### config.mk
export PLATFORM = sky130hd
export DESIGN_NAME = bram_port_ctrl
export DESIGN_NICKNAME = d
export VERILOG_FILES = /design/src/rtl/bram_port_ctrl.sv
export SDC_FILE = /design/constraint.sdc
export NUM_CORES = 1
export LEC_CHECK = 0
export ABC_CLOCK_PERIOD_IN_PS = 1800
export BUFFER_PORTS_ARGS = -buffer_cell sky130_fd_sc_hd__buf_2
export CAP_MARGIN = 30
export CORE_ASPECT_RATIO = 0.8
export CORE_MARGIN = 2
export CORE_UTILIZATION = 40
export DETAILED_ROUTE_END_ITERATION = 10
export GPL_TIMING_DRIVEN = 0
export PLACE_DENSITY = 0.74
export REMOVE_ABC_BUFFERS = 1
export SYNTH_ARGS = -nofsm -noshare
export SYNTH_HDL_FRONTEND = slang
export SYNTH_SLANG_ARGS = --single-unit
### constraint.sdc
create_clock -name clk -period 1.8 [get_ports clk]
set_input_delay 0.09 -clock clk [delete_from_list [all_inputs] [get_ports clk]]
set_output_delay 0.09 -clock clk [all_outputs]
set_load 0.02 [all_outputs]
### src/rtl/bram_port_ctrl.sv
// bram_port_ctrl: arbitrates write/read requests onto one BRAM port, buffers read responses in order.
// Define BRAM_CTRL_RR_ARB_EN for round-robin arbitration on contention (default: fixed write priority).
module bram_port_ctrl #(
  parameter int WIDTH = 16,
  parameter int DEPTH = 1024,
  parameter int RSP_DEPTH = 2,
  localparam int AW = $clog2(DEPTH)
) (
  input  logic             clk,
  input  logic             rst,
  input  logic             wr_valid,
  output logic             wr_ready,
  input  logic [AW-1:0]    wr_addr,
  input  logic [WIDTH-1:0] wr_data,
  input  logic             rd_valid,
  output logic             rd_ready,
  input  logic [AW-1:0]    rd_addr,
  output logic             rsp_valid,
  input  logic             rsp_ready,
  output logic [WIDTH-1:0] rsp_data,
  output logic             mem_write_en,
  output logic             mem_read_en,
  output logic [AW-1:0]    mem_addr,
  output logic [WIDTH-1:0] mem_data_in,
  input  logic [WIDTH-1:0] mem_data_out
);
  localparam int PW = $clog2(RSP_DEPTH);
  localparam int CW = PW + 1;
`ifdef BRAM_CTRL_RR_ARB_EN
  localparam bit RR_EN = 1'b1;
`else
  localparam bit RR_EN = 1'b0;
`endif
  typedef enum logic {GNT_WR, GNT_RD} grant_t;
  logic [WIDTH-1:0] fifo [RSP_DEPTH];
  logic [PW-1:0]    wp, rp;
  logic [CW-1:0]    count;
  logic             inflight, rd_ok, rd_pref, wr_xfer, rd_xfer, push, pop;
  grant_t           last_grant;
  // Credit counts only registered state, so a same-cycle pop never frees a slot early.
  assign rd_ok    = (count + CW'(inflight)) < CW'(RSP_DEPTH);
  assign rd_pref  = !wr_valid || (RR_EN && last_grant == GNT_WR);
  assign rd_ready = !rst && rd_ok && rd_pref;
  assign wr_ready = !rst && !(rd_valid && rd_ok && rd_pref);
  assign wr_xfer  = wr_valid && wr_ready;
  assign rd_xfer  = rd_valid && rd_ready;
  assign push     = inflight;
  assign pop      = rsp_valid && rsp_ready;
  assign mem_write_en = wr_xfer;
  assign mem_read_en  = rd_xfer;
  assign mem_addr     = wr_xfer ? wr_addr : rd_xfer ? rd_addr : '0;
  assign mem_data_in  = wr_xfer ? wr_data : '0;
  assign rsp_valid    = count != '0;
  assign rsp_data     = rsp_valid ? fifo[rp] : '0;
  always_ff @(posedge clk or posedge rst) begin
    if (rst) begin
      count      <= '0;
      wp         <= '0;
      rp         <= '0;
      inflight   <= 1'b0;
      last_grant <= GNT_WR;
    end else begin
      inflight <= rd_xfer;
      if (wr_xfer) last_grant <= GNT_WR;
      else if (rd_xfer) last_grant <= GNT_RD;
      if (push) wp <= wp + 1'b1;
      if (pop) rp <= rp + 1'b1;
      count <= count + CW'(push) - CW'(pop);
    end
  end
  always_ff @(posedge clk) begin
    if (push) fifo[wp] <= mem_data_out;
  end
endmodule

==> results.json <==
{
  "leakagePower_nw": 1.28,
  "ys.flop_type": "edfxtp_1",
  "drt_iter0_markers": 45,
  "holdCritStartpoint": "rsp_ready",
  "clockBufferDepth": 2,
  "peakVddDrop_v": 0.000552,
  "nNetsFinal": 315,
  "numCtsBuffers": 5,
  "grt-ovfl-total": 0,
  "clock-sinks": 37,
  "fin_util_pct": 59.1,
  "p_int_mw": 1.82,
  "combinationalPowerShare_pct": 41.0,
  "synth_area_leaders": "edfxtp_1 (52%), mux2i_1 (8.7%), dfrtp_1 (6.8%), and2_1 (5.8%), and4bb_1 (5.4%)",
  "die_w_um": 79.8,
  "dieArea_mm2": 0.00516,
  "gp_congestion": 0.685,
  "drc_errors": 0,
  "hold_ws_ps": 135,
  "power_frac_seq_pct": 40.3,
  "start_util_pct": 40.7,
  "hp-class": "input pin to flop",
  "r2r-end": "fifo[0][0]",
  "synth_common_cells": "edfxtp_1 (32), and2_1 (17), mux2i_1 (16), nor2_1 (16)",
  "synth_top_area_share_pct": 52.3,
  "hold_viol": 0,
  "slew_headroom_pct": 49.6,
  "reg2reg_from": "inflight",
  "grt_pass1_wl_mm": 6.67,
  "synthArstFlopShare_pct": 13.5,
  "setup.worst_path.end": "mem_addr[7]",
  "slew_viol_final": 0,
  "startpoint": "count[0]",
  "p_clk_share_pct": 18.6,
  "cts_tree": "built",
  "clk_latency_ps": 290,
  "dp_hpwl_mm": 2.93,
  "drive_gt1_share_pct": 48.6,
  "cp-start-kind": "flop",
  "synth_edf_count": 32,
  "clockRootBuffer": "clkbuf_8",
  "dr.pass1.iters": 4,
  "grt_use_total_pct": 17.5,
  "dr_total_vias": 1478,
  "wl_per_cell_um": 13.3,
  "max_freq_ghz": 0.581,
  "chipHeight_um": 64.6,
  "synthDistinctLibCells": 25,
  "yosysMostFrequentCell": "edfxtp_1",
  "drtAntennaViolNets": 0,
  "syn_to_final_growth_pct": 45.2,
  "ys_seq_elements": 37,
  "p_sw_mw": 1.12,
  "grt_max_degree": 21,
  "min_period_ps": 1720,
  "power.density_mw_per_mm2": 1100,
  "cp.arrival_ps": 1630,
  "core-area_mm2": 0.00451,
  "finalSetupViolations": 0,
  "htree_levels": 2,
  "r2r_cells": 2,
  "post-synth-top-area-cell": "edfxtp_1",
  "end_kind": "output port",
  "clk_pin_slew_ps": 70,
  "grt_pass1_vias": 1495,
  "crit_fanout": 5,
  "antenna_found_initial": 0,
  "fin_crit_sh_pct": 95.6,
  "status": "complete, no violations",
  "critPathRequiredTime_ps": 1710,
  "worstSetupPathType": "flop to output port",
  "yosys_warnings": 0,
  "p_sw_share_pct": 38.1,
  "reg2reg_slack_ps": 370,
  "synthCells": 135,
  "cap_violations": 0,
  "n_antenna_cell": 0,
  "synthesis.area_mm2": 0.00184,
  "fin_skew_ps": 4.21,
  "worst_pin_slew_ps": 755,
  "rsz0062_at_grt": "yes",
  "ioPinCount": 104,
  "filler_cell_count": 384,
  "numPortBuffers": 103,
  "wirelength_mm": 4.23,
  "ys_seq_area_share_pct": 59.1,
  "syn_avg_cell_area_um2": 13.6,
  "viasPerCell": 4.66,
  "num_rows": 22
}
[what timing repair did]
action	CTS	global route
pin swaps	1	0
hold buffers	17	0
gates cloned	0	0
setup buffers	2	0
endpoints found under the hold margin	37	0
setup endpoints to repair	29	11
resized for setup	4	3
[sequential cells by signal (all words and copies together) (netlist names)]
signal,cells
rp,1
fifo,32
count,2
inflight,1
wp,1
[kinds of logic after synthesis]
logic type / after synthesis / synth area share, %
and+or+nand+nor: 48 / 17.7
DFF: 37 / 59.1
buffers and inverters: 16 / 5.31
muxes: 16 / 8.71
AOI/OAI and AO/OA: 12 / 5.51
xor gates and xnor gates: 4 / 2.32
adders and majority gates: 2 / 1.36
[worst max-delay path, stage by stage, from the launching register on]
cell     delay [ps]
dfrtp_1         430
ha_2            240
xnor2_4         210
buf_4           170
a22o_1          130
buf_2           170
[cells in the final DEF (no fill, tap or decap)]
cell,synthesis,layout
mux2i_1,16,16
nor4bb_1,1,1
buf_6,3,1
a31oi_1,1,1
o21ai_0,1,1
xnor2_1,2,2
nor2_4,0,1
buf_2,3,102
a22o_1,8,8
dfrtp_1,5,4
ha_2,0,1
nor2b_2,0,1
and2_1,17,17
dlygate4sd3_1,0,17
clkbuf_8,0,5
edfxtp_1,32,32
inv_1,6,6
clkinvlp_4,0,1
and3_2,1,1
xnor2_4,0,1
clkinv_2,0,2
xor2_1,1,1
dfrtp_2,0,1
buf_4,3,4
a22o_2,2,2
nor2b_1,2,1
and4_2,1,1
and4bb_1,8,8
and4bb_2,1,1
nor2_1,16,16
ha_1,2,1
[power groups by stage]
stage / Combinational [mW] / Sequential (mW) / Clock (mW)
6_report: 1.21 / 1.19 / 0.549
5_1_grt: 1.32 / 1.21 / 0.620
4_1_cts: 1.21 / 1.19 / 0.572
3_5_place_dp: 1.12 / 1.19 / 0
3_3_place_gp: 1.10 / 1.19 / 0
2_1_floorplan: 0.751 / 1.16 / 0
[worst min path at each step]
| stage | to | slack [ps] | cells past startpoint |
|---|---|---|---|
| floorplan | count[0] | -120 | 1 |
| global placement | count[0] | 110 | 2 |
| detailed placement | inflight | 110 | 2 |
| CTS | rp | 130 | 3 |
| global route | rp | 160 | 3 |
| finish | rp | 130 | 3 |
[cell type report]
cell class | count | area (um^2) | share of cell area [%]
clock inverter | 3 | 17.5 | 0.656
inverter | 6 | 22.5 | 0.844
tap | 60 | 75.1 | 2.81
sequential | 37 | 1090 | 40.7
multi-input combinational | 82 | 676 | 25.3
timing repair buffer | 124 | 722 | 27.1
clock buffer | 5 | 68.8 | 2.58
[metal layers]
layer  track usage, %  vias up  part of all wire, %
li1                 -      730                    -
met2             29.9       78                   48
met1             19.5      666                   41
met4             6.36        0                 0.45
met5                0        -                    0
met3             7.52        4                   11
[per-stage QoR]
stage | worst slack, ps | std cells | power (mW) | setup TNS (ps) | area [um^2]
floorplan | 259 | 125 | 1.91 | 0 | 1760
global placement | -173 | 288 | 2.29 | -4730 | 2350
detailed placement | 52.5 | 290 | 2.32 | 0 | 2370
CTS | 50.6 | 317 | 2.98 | 0 | 2660
global route | -7.75 | 317 | 3.15 | -10.5 | 2670
finish | 79.9 | 317 | 2.95 | 0 | 2670
Power figures use the tool's default switching activity.
